===== src/rtl/sp_ram_arbiter.sv =====
// Two-port round-robin front end for a single-port data RAM with 1-cycle read latency.
// Optionally zero-fills the whole RAM after reset before any request is granted.
module sp_ram_arbiter #(
  parameter int RAM_SIZE       = 32768,
  parameter int ADDR_WIDTH     = $clog2(RAM_SIZE),
  parameter int DATA_WIDTH     = 32,
  parameter bit CLEAR_ON_RESET = 1'b1
) (
  input  logic                    clk,
  input  logic                    rstn_i,
  input  logic                    a_req_i,
  output logic                    a_gnt_o,
  output logic                    a_rvalid_o,
  input  logic [ADDR_WIDTH-1:0]   a_addr_i,
  input  logic                    a_we_i,
  input  logic [DATA_WIDTH/8-1:0] a_be_i,
  input  logic [DATA_WIDTH-1:0]   a_wdata_i,
  output logic [DATA_WIDTH-1:0]   a_rdata_o,
  input  logic                    b_req_i,
  output logic                    b_gnt_o,
  output logic                    b_rvalid_o,
  input  logic [ADDR_WIDTH-1:0]   b_addr_i,
  input  logic                    b_we_i,
  input  logic [DATA_WIDTH/8-1:0] b_be_i,
  input  logic [DATA_WIDTH-1:0]   b_wdata_i,
  output logic [DATA_WIDTH-1:0]   b_rdata_o,
  output logic                    ram_en_o,
  output logic [ADDR_WIDTH-1:0]   ram_addr_o,
  output logic [DATA_WIDTH-1:0]   ram_wdata_o,
  output logic                    ram_we_o,
  output logic [DATA_WIDTH/8-1:0] ram_be_o,
  input  logic [DATA_WIDTH-1:0]   ram_rdata_i,
  output logic                    init_done_o
);

  localparam int BE_W  = DATA_WIDTH / 8;
  localparam int CNT_W = ADDR_WIDTH - 2;
  localparam logic [CNT_W-1:0] CNT_LAST = CNT_W'(RAM_SIZE / 4 - 1);

  typedef enum logic [0:0] {
    INIT = 1'b0,
    RUN  = 1'b1
  } state_t;

  localparam state_t RESET_STATE = CLEAR_ON_RESET ? INIT : RUN;

  state_t           state;
  state_t           next_state;
  logic [CNT_W-1:0] cnt;
  logic             rr_q;
  logic             a_rvalid_q;
  logic             b_rvalid_q;

  // FSM state register
  always_ff @(posedge clk or negedge rstn_i) begin
    if (!rstn_i) begin
      state <= RESET_STATE;
    end else begin
      state <= next_state;
    end
  end

  // zero-fill word counter, advances only while clearing
  always_ff @(posedge clk or negedge rstn_i) begin
    if (!rstn_i) begin
      cnt <= '0;
    end else if (state == INIT) begin
      cnt <= cnt + CNT_W'(1);
    end else begin
      cnt <= cnt;
    end
  end

  // round-robin pointer: after a grant, favour the other port
  always_ff @(posedge clk or negedge rstn_i) begin
    if (!rstn_i) begin
      rr_q <= 1'b0;
    end else if (a_gnt_o) begin
      rr_q <= 1'b1;
    end else if (b_gnt_o) begin
      rr_q <= 1'b0;
    end else begin
      rr_q <= rr_q;
    end
  end

  // response valid follows each grant by one cycle, reads and writes alike
  always_ff @(posedge clk or negedge rstn_i) begin
    if (!rstn_i) begin
      a_rvalid_q <= 1'b0;
      b_rvalid_q <= 1'b0;
    end else begin
      a_rvalid_q <= a_gnt_o;
      b_rvalid_q <= b_gnt_o;
    end
  end

  // next state, grants and RAM drive
  always_comb begin
    next_state  = state;
    a_gnt_o     = 1'b0;
    b_gnt_o     = 1'b0;
    ram_en_o    = 1'b0;
    ram_we_o    = 1'b0;
    ram_be_o    = '0;
    ram_addr_o  = '0;
    ram_wdata_o = '0;
    case (state)
      INIT: begin
        ram_en_o   = 1'b1;
        ram_we_o   = 1'b1;
        ram_be_o   = {BE_W{1'b1}};
        ram_addr_o = {cnt, 2'b00};
        if (cnt == CNT_LAST) begin
          next_state = RUN;
        end else begin
          next_state = INIT;
        end
      end
      RUN: begin
        next_state = RUN;
        if (a_req_i && (!b_req_i || !rr_q)) begin
          a_gnt_o = 1'b1;
        end else if (b_req_i) begin
          b_gnt_o = 1'b1;
        end else begin
          a_gnt_o = 1'b0;
          b_gnt_o = 1'b0;
        end
        if (a_gnt_o) begin
          ram_en_o    = 1'b1;
          ram_we_o    = a_we_i;
          ram_be_o    = a_be_i;
          ram_addr_o  = a_addr_i;
          ram_wdata_o = a_wdata_i;
        end else if (b_gnt_o) begin
          ram_en_o    = 1'b1;
          ram_we_o    = b_we_i;
          ram_be_o    = b_be_i;
          ram_addr_o  = b_addr_i;
          ram_wdata_o = b_wdata_i;
        end else begin
          ram_en_o = 1'b0;
        end
      end
      default: begin
        next_state = RESET_STATE;
      end
    endcase
  end

  assign a_rvalid_o  = a_rvalid_q;
  assign b_rvalid_o  = b_rvalid_q;
  assign a_rdata_o   = ram_rdata_i;
  assign b_rdata_o   = ram_rdata_i;
  assign init_done_o = (state == RUN);

endmodule


===== config.mk =====
export PLATFORM = sky130hd
export DESIGN_NAME = sp_ram_arbiter
export DESIGN_NICKNAME = d
export VERILOG_FILES = /design/src/rtl/sp_ram_arbiter.sv
export SDC_FILE = /design/constraint.sdc
export NUM_CORES = 1
export LEC_CHECK = 0
export ABC_AREA = 1
export CELL_PAD_IN_SITES_DETAIL_PLACEMENT = 1
export CELL_PAD_IN_SITES_GLOBAL_PLACEMENT = 1
export CORE_MARGIN = 2
export CORE_UTILIZATION = 16
export DETAILED_ROUTE_END_ITERATION = 10
export GPL_ROUTABILITY_DRIVEN = 1
export GPL_TIMING_DRIVEN = 0
export PLACE_DENSITY = 0.87
export SYNTH_ARGS = -nofsm -noshare
export SYNTH_HDL_FRONTEND = slang
export SYNTH_SLANG_ARGS = --single-unit
export TNS_END_PERCENT = 30

===== constraint.sdc =====
create_clock -name clk -period 3.6 [get_ports clk]
set_clock_uncertainty 0.1 [all_clocks]
set_input_delay 0.36 -clock clk [delete_from_list [all_inputs] [get_ports clk]]
set_output_delay 0.36 -clock clk [all_outputs]
set_load 0.1 [all_outputs]

## Word level (Yosys, flattened, before mapping)

Cells that the tools add are included.

| word-level totals | value |
|---|---|
| register bits | 17 |
| output and inout bits | 122 |

| operators by class | value |
|---|---|
| add/subtract/negate cells | 1 |
| equality and inequality tests | 1 |
| multiplexer cells | 26 |
| bitwise gates (word level) | 1 |
| reduce and logical (&&, ||, !) cells | 5 |

Operators with widths:

| cell | number |
|---|---|
| $mux 32 | 3 |
| $mux 15 | 2 |
| $pmux 15 s2 | 1 |
| $mux 1 | 14 |
| $add 13x1->13 const B | 1 |
| $eq 13x13->1 const B | 1 |
| $mux 4 | 2 |
| $pmux 4 s2 | 1 |
| $pmux 1 s2 | 3 |
| $logic_not 1->1 | 2 |
| $reduce_bool 2->1 | 1 |
| $logic_and 1x1->1 | 1 |
| $logic_or 1x1->1 | 1 |
| $not 1->1 | 1 |

## Depth between registers and ports, before layout

| depth | value |
|---|---|
| depth after elaboration | 8 |
| mapped depth | 8 |
| gate-level depth less buffers | 7 |

## Worst setup path before layout

Ideal clock, no wire load.

| timing | value |
|---|---|
| kind | register -> output |
| start | register state, in the netlist init_done_o |
| end | output port ram_addr_o[0] |
| arrival | 3.062 ns |
| setup slack | 0.078 ns |
| stages on the path, launching flop included | 6 |
| cell sequence | dfrtp_1 > inv_2 > nor2_2 > clkbuf_1 > nand2_1 > nand2_1 |

| between the ends | value |
|---|---|
| longest elaborated chain between the ends | 2 |

Ends and longest elaborated chain:

| item | RTL line | RTL |
|---|---|---|
| from (decl) | 47 | `state_t state;` |
| from (signal assigned) | 59 | `state <= next_state;` |
| $not 1->1 | 108 | `case (state)` |
| $pmux 15 s2 (*) | 108 |  |
| to (decl) | 28 | `output logic [ADDR_WIDTH-1:0] ram_addr_o,` |

Every way passes the cells marked *; elsewhere a longest branch is shown, timed or not.

## Worst setup path in the final report

| timing | value |
|---|---|
| start | input port b_req_i |
| end | output port ram_wdata_o[25] |

| between the ends | value |
|---|---|
| longest elaborated chain between the ends | 8 |
| elaborated cells on any way between the ends | 11 |
| those cells by class | mux: 8; reduce/logical: 3 |

Ends and longest elaborated chain:

| item | RTL line | RTL |
|---|---|---|
| from (decl) | 19 | `input logic b_req_i,` |
| $logic_not 1->1 | 122 | `if (a_req_i && (!b_req_i \|\| !rr_q)) begin` |
| $logic_or 1x1->1 | 122 |  |
| $logic_and 1x1->1 | 122 |  |
| $mux 1 | 122 |  |
| $mux 1 | 108 |  |
| $mux 32 | 136 | `end else if (b_gnt_o) begin` |
| $mux 32 (*) | 130 | `if (a_gnt_o) begin` |
| $mux 32 (*) | 108 |  |
| to (decl) | 29 | `output logic [DATA_WIDTH-1:0] ram_wdata_o,` |

Every way passes the cells marked *; elsewhere a longest branch is shown, timed or not. The select of a mux whose other input is x is not followed.

==> results by group <==
Min path
  • Worst Hold Path EP: rr_q
  • Hold Crit Start: rr_q
  • HP Class: register to register
  • Hold depth: 2

Die
  • Die width: 117 um
  • FP Rows: 41
  • Initial core utilization: 16.3%
  • Area of the core: 0.0125 mm^2
  • Die Ht: 117 um
  • Io pins: 262
  • Die ar.: 0.0136 mm^2

Global route
  • Number of global-route vias before repair: 3,134
  • Grt ovf: 0
  • Global Route Usage Sum: 14.4%
  • Initial antenna violation count: 0
  • First-pass GRT wire length: 15.4 mm
  • Pin count of the biggest net entering global routing: 18

Setup path
  • R2r worst-path depth: 6
  • Most frequent cell on the critical path: nand2_1
  • Flop2flop setup slack: 2.01 ns
  • Critical path capture point type: output port
  • Req. time, crit path: 3.14 ns
  • Crit path launch: b_req_i
  • Max incr delay on CP: 1.14 ns
  • Crit Reg-Reg Endpoint: cnt[9]
  • Worst R2R Start: init_done_o
  • Worst path cell trace: clkdlybuf4s50_1 > nand2_1 > nand2_2 > nor2_2 > clkbuf_1 > nand2_1 > nand2_1 > clkdlybuf4s50_1
  • WP data arrival: 2.99 ns
  • Worst setup SP type: input pin
  • Crit path max-delay cell type: clkdlybuf4s50_1
  • Crit-path max FO: 11
  • WS Path Type: input pin to output port

Placed design
  • DP HPWL: 9.51 mm
  • Routability cong.: 0.774
  • I/O Buffers: 229
  • Placed cell count: 745

Yosys
  • Post-synth cell types: 23
  • Yosys top cell area share: 33.2%
  • Dominant cell type by area after synthesis: nand2_1
  • FF+latch count, synth: 17
  • Syn Std Cell Area: 0.00204 mm^2
  • Top post-synthesis cells by area: nand2_1 33%, buf_4 24%, dfrtp_1 21%, nand3_1 5.4%, inv_1 3.1%
  • Synthesized area per cell: 5.92 um^2
  • Syn nets: 485
  • Synth warn: 0
  • Seq/Total Area, Yosys: 20.9%
  • Post-Syn Instances: 344

Routing
  • Total Wirelength: 10.9 mm
  • Routed wire per std cell: 14.6 um
  • TritonRoute pass-1 iters: 4
  • Remaining antenna violation count: 0
  • Remaining DRCs: 0
  • DR iter-0 viols: 88
  • Via count: 2,939
  • Post-DR vias/cell: 3.92

Pwr
  • Leakage Power: 2.37 nW
  • P per Cell Area: 206 mW/mm^2
  • PnR Total Power: 0.000957 W
  • Worst VDD drop: 141 uV

Clock tree
  • Inserted Clock Buffers: 3
  • CTS Sinks: 17
  • Max H-tree Level: 1
  • Clock transition at path regs: 0.06 ns
  • CTS tree: done
  • Setup bufs post-CTS: 0
  • Clock Latency Late Sink: 0.25 ns
  • Clock buffer depth: 2
  • Root Buffer: clkbuf_16

Status
  • Status: complete, no violations

Timing
  • Fmax: 0.290 GHz
  • Unrepaired setup endpoints after global routing: false
  • Worst relative slew slack: 31.8%
  • Fin. Hold Viols: 0
  • Fin. max-slew vios: 0
  • Final worst path period need: 3.45 ns
  • Hold WS: 0.405 ns
  • Endpoints failing setup: 0
  • Tcrit/Tclk final: 95.7%
  • Worst slew pin tran: 1.02 ns

Final layout
  • Area added between synthesis and finish: 128%
  • Most common cell after layout, fill and taps aside: clkdlybuf4s50_1
  • Final Core Density: 37.1%
  • Nets: 719
  • Number of diodes: 0
  • Non-Filler Instances: 749
  • Share of cells above drive strength 1: 14.6%
  • Commonest cells after routing, fill and taps aside: 207 x clkdlybuf4s50_1, 180 x nand2_1, 64 x buf_4

Run
  • Max_cap viols: 0
-- cells by family (layout without fill, tap and decap cells) --
logic type,count (synthesis),count (layout),share of synthesized area [%]
AND/OR/NAND/NOR,221,221,43.5
adder cells (fa/ha/maj),1,1,0.614
XOR/XNOR,6,6,2.58
AO/OA/AOI/OAI,4,4,1.29
flip-flops,17,17,20.9
buffers and inverters,95,328,31.1
-- report_power, final --
part           internal, W  switching (W)
Combinational     0.000206       0.000332
Sequential        0.000192    0.000000398
Clock             0.000149      0.0000776
Total             0.000547       0.000410
-- worst max-delay path, delay by kind of cell --
family        cells  cell delay, ns
simple gates      5            0.58
buf+inv           3            2.04
-- sequential cells by signal, indices dropped and copies added (netlist names) --
signal	count
rr_q	1
a_rvalid_o	1
b_rvalid_o	1
init_done_o	1
cnt	13
-- metrics by stage --
stage                     instance area, um^2  worst slack, ns  TNS [ns]
after global routing                     4640           0.0185         0
after floorplan                          2040           0.0782         0
final                                    4640            0.153         0
after detailed placement                 4540          -0.0371    -0.148
after global placement                   4540           0.0185         0
after CTS                                4610         0.000624         0
-- how the worst max path moves through the flow --
| stage | endpoint | slack, ns |
|---|---|---|
| final | ram_wdata_o[25] | 0.15 |
| after CTS | ram_wdata_o[16] | 0.0006 |
| after detailed placement | ram_wdata_o[13] | -0.04 |
| after floorplan | ram_addr_o[0] | 0.08 |
| after global placement | ram_wdata_o[13] | 0.02 |
| after global routing | ram_wdata_o[24] | 0.02 |
-- Yosys cell counts --
cell type,n
clkbuf_1,2
buf_2,6
nand3b_1,1
inv_2,1
ha_1,1
buf_1,1
buf_6,4
dfrtp_1,17
nand2_2,2
o21bai_1,2
xor2_1,4
nor3_1,1
nor3_2,1
nor2_2,2
xnor2_1,2
nand3_1,22
inv_1,17
o21ai_0,1
nand4_1,3
nand2_1,180
nor2_1,9
buf_4,64
o22ai_1,1
-- layer usage --
| metal | up-vias | track usage [%] | share of wire (%) |
|---|---|---|---|
| met5 | - | 0 | 0 |
| met2 | 96 | 29.5 | 57 |
| li1 | 1445 | - | - |
| met3 | 10 | 2.73 | 6.0 |
| met4 | 0 | 3.06 | 1.2 |
| met1 | 1388 | 15.1 | 36 |
-- layout make-up --
class | count | area, um^2
buffer | 77 | 567
clock buffer | 3 | 75.1
clock inverter | 1 | 5.00
fill | 1573 | 7880
inverter | 18 | 67.6
multi-input combinational | 232 | 977
sequential | 17 | 425
tap | 172 | 215
timing repair buffer | 229 | 2310
-- timing repair --
action,CTS,global route
gates cloned,0,0
hold buffers,0,0
resized for setup,10,12
setup endpoints to repair,10,12
Power figures use the tool's default switching activity.
